### src/rtl/sel_seq_pkg.sv
// Shared types and helpers for the sel_seq weight sequencer: sweep state
// encoding and the beat-index width calculation.
package sel_seq_pkg;

    typedef enum logic [1:0] {
        ST_IDLE = 2'd0,
        ST_FWD  = 2'd1,
        ST_BWD  = 2'd2
    } sel_state_t;

    // Beat index width; never narrower than one bit so BEATS=1 still builds.
    function automatic int calc_idx_w(input int beats);
        if (beats <= 1) begin
            return 1;
        end
        return $clog2(beats);
    endfunction

endpackage

### src/rtl/sel_seq_mux.sv
// Combinational lane extractor: selects beat idx from the snapshot, with lane
// j carrying weight idx*LANES+j.
module sel_seq_mux #(
    parameter int WEIGHT_N   = 8,
    parameter int DATA_WIDTH = 4,
    parameter int LANES      = 1,
    parameter int IDX_W      = 3
) (
    input  logic [WEIGHT_N*DATA_WIDTH-1:0] snapshot,
    input  logic [IDX_W-1:0]               idx,
    output logic [LANES*DATA_WIDTH-1:0]    data
);

    always_comb begin
        int base;
        data = '0;
        base = int'(idx) * LANES;
        for (int j = 0; j < LANES; j++) begin
            data[j*DATA_WIDTH +: DATA_WIDTH] = snapshot[(base + j)*DATA_WIDTH +: DATA_WIDTH];
        end
    end

endmodule

### src/rtl/sel_seq_block.sv
// Weight sweep sequencer: snapshots a weight bank on a token and streams it
// LANES weights per beat, forward or backward. Optional SEL_SEQ_SWEEP_CNT_EN
// adds a 16-bit sweep start counter output.
module sel_seq_block
    import sel_seq_pkg::*;
#(
    parameter int WEIGHT_N   = 8,
    parameter int DATA_WIDTH = 4,
    parameter int LANES      = 1
) (
    input  logic                           clk,
    input  logic                           rst,
    input  logic [WEIGHT_N*DATA_WIDTH-1:0] data_in,
    input  logic                           go_in_l,
    input  logic                           go_in_r,
    input  logic                           stall,
    output logic [LANES*DATA_WIDTH-1:0]    data_out,
    output logic                           valid_out,
    output logic                           go_out_r,
    output logic                           go_out_l,
    output logic                           freeze_r,
    output logic                           overrun,
`ifdef SEL_SEQ_SWEEP_CNT_EN
    output logic [15:0]                    sweep_cnt,
`endif
    output sel_state_t                     dbg_state
);

    localparam int BEATS = WEIGHT_N / LANES;
    localparam int IDX_W = calc_idx_w(BEATS);
    localparam logic [IDX_W-1:0] LAST_IDX = IDX_W'(BEATS - 1);

    // Handshake: go_in_l/go_in_r are single-cycle requests sampled on every
    // rising edge; go_out_r/go_out_l are single-cycle tokens issued only at a
    // sweep start; valid_out marks a live beat and stall holds it in place.

    sel_state_t                     state, state_n;
    logic [IDX_W-1:0]               idx, idx_n;
    logic                           pend_l, pend_l_n;
    logic                           pend_r, pend_r_n;
    logic [WEIGHT_N*DATA_WIDTH-1:0] snapshot;
    logic                           start_fwd, start_bwd;
    logic                           ovr_set;
    logic [LANES*DATA_WIDTH-1:0]    beat_data;

    always_ff @(posedge clk or posedge rst) begin
        if (rst) begin
            state    <= ST_IDLE;
            idx      <= '0;
            pend_l   <= 1'b0;
            pend_r   <= 1'b0;
            snapshot <= '0;
            go_out_r <= 1'b0;
            go_out_l <= 1'b0;
            overrun  <= 1'b0;
        end else begin
            state    <= state_n;
            idx      <= idx_n;
            pend_l   <= pend_l_n;
            pend_r   <= pend_r_n;
            go_out_r <= start_fwd;
            go_out_l <= start_bwd;
            if (start_fwd || start_bwd) begin
                snapshot <= data_in;
            end
            if (ovr_set) begin
                overrun <= 1'b1;
            end
        end
    end

    always_comb begin
        logic final_beat;
        logic decide;
        logic pl_eff;
        logic pr_eff;
        state_n   = state;
        idx_n     = idx;
        pend_l_n  = pend_l;
        pend_r_n  = pend_r;
        start_fwd = 1'b0;
        start_bwd = 1'b0;
        // A request arriving on the final cycle joins its queue bit and is
        // eligible immediately, so back-to-back sweeps never bubble.
        pl_eff    = pend_l | go_in_l;
        pr_eff    = pend_r | go_in_r;
        ovr_set   = (go_in_l & pend_l) | (go_in_r & pend_r);
        final_beat = ((state == ST_FWD) && (idx == LAST_IDX)) ||
                     ((state == ST_BWD) && (idx == '0));
        decide     = (state == ST_IDLE) || (final_beat && !stall);

        if (decide) begin
            if (pl_eff) begin
                start_fwd = 1'b1;
                state_n   = ST_FWD;
                idx_n     = '0;
                pend_l_n  = 1'b0;
                pend_r_n  = pr_eff;
            end else if (pr_eff) begin
                start_bwd = 1'b1;
                state_n   = ST_BWD;
                idx_n     = LAST_IDX;
                pend_l_n  = 1'b0;
                pend_r_n  = 1'b0;
            end else begin
                state_n   = ST_IDLE;
                pend_l_n  = 1'b0;
                pend_r_n  = 1'b0;
            end
        end else begin
            pend_l_n = pl_eff;
            pend_r_n = pr_eff;
            if (!stall) begin
                if (state == ST_FWD) begin
                    idx_n = idx + IDX_W'(1);
                end else if (state == ST_BWD) begin
                    idx_n = idx - IDX_W'(1);
                end
            end
        end
    end

`ifdef SEL_SEQ_SWEEP_CNT_EN
    always_ff @(posedge clk or posedge rst) begin
        if (rst) begin
            sweep_cnt <= '0;
        end else if (start_fwd || start_bwd) begin
            sweep_cnt <= sweep_cnt + 16'd1;
        end
    end
`endif

    sel_seq_mux #(
        .WEIGHT_N  (WEIGHT_N),
        .DATA_WIDTH(DATA_WIDTH),
        .LANES     (LANES),
        .IDX_W     (IDX_W)
    ) u_mux (
        .snapshot(snapshot),
        .idx     (idx),
        .data    (beat_data)
    );

    assign valid_out = (state != ST_IDLE);
    assign data_out  = valid_out ? beat_data : '0;
    assign freeze_r  = pend_r;
    assign dbg_state = state;

endmodule

### config.mk
export PLATFORM = sky130hd
export DESIGN_NAME = sel_seq_block
export DESIGN_NICKNAME = d
export VERILOG_FILES = /design/src/rtl/sel_seq_pkg.sv /design/src/rtl/sel_seq_mux.sv /design/src/rtl/sel_seq_block.sv
export SDC_FILE = /design/constraint.sdc
export NUM_CORES = 1
export LEC_CHECK = 0
export BUFFER_PORTS_ARGS = -buffer_cell sky130_fd_sc_hd__buf_4
export CAP_MARGIN = 0
export CORE_MARGIN = 1
export CORE_UTILIZATION = 49
export DETAILED_ROUTE_END_ITERATION = 10
export PLACE_DENSITY = 0.76
export SETUP_SLACK_MARGIN = 0.4
export SYNTH_ARGS = -nofsm -noshare
export SYNTH_HDL_FRONTEND = slang
export SYNTH_SLANG_ARGS = --single-unit
### constraint.sdc
create_clock -name clk -period 1.9 [get_ports clk]
set_input_delay 0.19 -clock clk [delete_from_list [all_inputs] [get_ports clk]]
set_output_delay 0.19 -clock clk [all_outputs]
set_load 0.05 [all_outputs]
==> metrics.yaml <==
run_status:
  outcome: "complete, but fails checks"
  violations: "setup timing"
setup_path:
  crit_type: "flip-flop to output port"
  cp-endpoint: "data_out[2]"
  cp-start-kind: "flip-flop"
  ff2ff_path_depth: 6
  crit-reg2reg-launch: "dbg_state[0]$_DFFE_PP0N_"
  path_max_fanout: 8
  startpoint: "idx[0]$_DFFE_PP0P_"
  arrival_ns: 1.84
  end_kind: "output port"
  r2r_setup_slack_ns: -0.03
  slowest_stage: "mux4_2"
  crit_chain: "buf_8 > mux4_2 > mux2i_2 > nor2_1 > buf_6"
  r2r_end: "idx[0]$_DFFE_PP0P_"
  required_ns: 1.71
  slowest_delay_ns: 0.55
power_and_ir_drop:
  ir_drop_uv: 792
  switching_power_w: 0.00251
  p_int_w: 0.00385
  p_seq_share_pct: 26.5
  power.total_w: 0.00636
  clkPwrFrac_pct: 9.4
  p_sw_share_pct: 39.5
  p_leak_nw: 1.45
  pwr_density_cell_nw_per_um2: 1980
  power_frac_comb_pct: 64.1
placed_design:
  placed_area_um2: 2700
  port-buffer-count: 47
  pre_cts_ws_ns: -0.00496
  dpl.hpwl_um: 3330
  place_congestion: 0.851
  place_inst: 245
floorplan:
  coreArea_um2: 4140
  die_x_um: 68.8
  die_area_um2: 4730
  boundaryPins: 48
  rows: 23
  initial_core_util_pct: 52.8
  die_h_um: 68.8
cells_and_area:
  nFillCells: 249
  instances_no_fill: 270
  most-common-layout-cells: "55 x buf_4, 39 x dfrtp_1, 33 x mux2_4"
  antennaDiodeCount: 0
  final_common_cell: "buf_4"
  area_growth_pct: 46.5
  nets: 260
  final_util_pct: 77.3
  drive_above_1_share_pct: 71.4
  design_area_um2: 3200
grt:
  grt_pass1_vias: 1612
  grt_max_degree: 31
  grt_pass1_wl_um: 8520
  grt_overflow: 0
  antenna_found_initial: 0
  grt_usage_pct: 26.2
clock_tree:
  clk_pin_slew_worst_paths_ns: 0.09
  htreeDepth: 2
  cts_max_path_buffers: 2
  cts_buffers: 5
  clk_latency_ns: 0.30
  cts.sinks: 42
  cts_root_buf: "clkbuf_8"
  cts_tree: "done"
detailed_routing:
  wire_per_inst_um: 20.3
  post-route-drc-count: 0
  met3_length_um: 226
  vias_per_cell: 5.58
  m1WireLength_um: 2430
  dr_wl_met2_um: 2730
  highest_layer: "met4"
  via_count: 1507
  drt_first_iter_violations: 83
  wl_um: 5470
  ant_nets: 0
  drtPass1Iterations: 5
synthesis:
  synth_area_um2: 2190
  ys_top_cells_by_area: "dfrtp_1 48%, mux2_4 21%, mux4_1 9.6%"
  synth_ff_type: "dfrtp_1"
  synth_fp_nets: 181
  synth_cell_type_count: 33
  synth_edf_count: 0
  seq_area_frac_synth_pct: 48.1
  avgSynthCellArea_um2: 15.6
  ys_async_sr_fraction_pct: 100
  yosysTopAreaCell: "dfrtp_1"
  synth_top_area_share_pct: 48.1
  synthCells: 140
  ys_ff_latch: 42
  ys_warn_count: 0
timing:
  finalSetupViolCount: 28
  rsz0062_at_grt: "yes"
  timing.final.hold_violations: 0
  maxSlewViolCount: 0
  timing.final.crit_period_ns: 2.03
  finalCritPeriodShare_pct: 107
  max_slew_margin_pct: 61.1
  max_freq_mhz: 492
  finClkSkew_ns: 0.00874
  layout_setup_ws_ns: -0.132
  tightest_slew_ns: 0.582
hold_path:
  hp-class: "input port to flip-flop"
flow_run:
  maxCapViolations: 0
[power by group through the flow]
stage	combinational (W)	clock, W	sequential [W]
2_1_floorplan	0.00228	0	0.00160
3_3_place_gp	0.00297	0	0.00160
3_5_place_dp	0.00304	0	0.00163
4_1_cts	0.00380	0.000614	0.00164
5_1_grt	0.00430	0.000656	0.00172
6_report	0.00408	0.000599	0.00168
[cell type report]
cell class	instances	area, um2	share of cell area [%]
inverters	6	30.0	0.937
clock buffers	5	68.8	2.15
well taps	50	62.6	1.95
flip-flops and latches	42	1050	32.9
clock inverters	3	25.0	0.781
multi-input cells	85	1190	37.2
repair buffers	79	771	24.1
[worst min path at each step]
stage / depth (start not counted) / start / slack (ns) / to
4_1_cts: 2 / data_in[17] / 0.10 / snapshot[17]$_DFFE_PP0P_
3_5_place_dp: 2 / rst / 0.27 / snapshot[13]$_DFFE_PP0P_
2_1_floorplan: 1 / go_in_r / 0.33 / overrun$_DFFE_PP0P_
6_report: 2 / data_in[17] / 0.11 / snapshot[17]$_DFFE_PP0P_
3_3_place_gp: 2 / rst / 0.27 / snapshot[9]$_DFFE_PP0P_
5_1_grt: 2 / data_in[8] / 0.1 / snapshot[8]$_DFFE_PP0P_
[critical path, delay by kind of cell, from the launching register on]
kind	cells	cell delay [ns]
DFF	1	0.39
muxes	2	0.75
buffers and inverters	2	0.32
and+or+nand+nor	1	0.07
[Yosys cell counts (2+ instances only)]
library cell / number
inv_1: 6
mux2i_1: 7
buf_2: 2
nand2b_1: 2
ha_1: 3
mux2_4: 30
buf_6: 4
a21o_1: 2
nor2_1: 10
dfrtp_1: 42
mux2_2: 3
mux4_1: 8
[per-stage QoR]
stage / TNS [ns] / hold WS (ns)
after global routing: -3.07 / 0.0998
after detailed placement: -0.00496 / 0.274
after CTS: -0.373 / 0.104
after floorplan: -2.11 / 0.332
after global placement: 0 / 0.266
final: -0.654 / 0.112
[flip-flops by register name (all words and copies together) (netlist names)]
register and count:
pend_l 1, freeze_r 1, snapshot 32, dbg_state 2
go_out_l 1, idx 3, go_out_r 1, overrun 1
[cell families (layout without fill, tap and decap cells)]
group / Yosys count / in the layout / synth area share, %
DFF: 42 / 42 / 48.1
AOI/OAI and AO/OA: 12 / 12 / 4.06
and+or+nand+nor: 20 / 20 / 6.18
adders and majority gates: 4 / 4 / 2.63
xor gates and xnor gates: 1 / 1 / 0.401
buffers and inverters: 13 / 93 / 3.72
muxes: 48 / 48 / 35.0
[per-layer routing]
metal  global-route usage, %  up-vias
met4                    6.63        0
met1                    34.4      784
met2                    43.6       50
met3                    6.25        8
met5                       0        -
li1                        -      665
[repair_timing]
item                                    in CTS  in global routing
gates cloned                                 2                  1
setup buffers                               11                  2
hold buffers                                 1                  0
resized for setup                           51                 13
endpoints found under the hold margin       12                  0
pin swaps                                   10                  3
endpoints found under the setup margin      46                 46
Note: power is estimated with default switching activity, not from simulation.
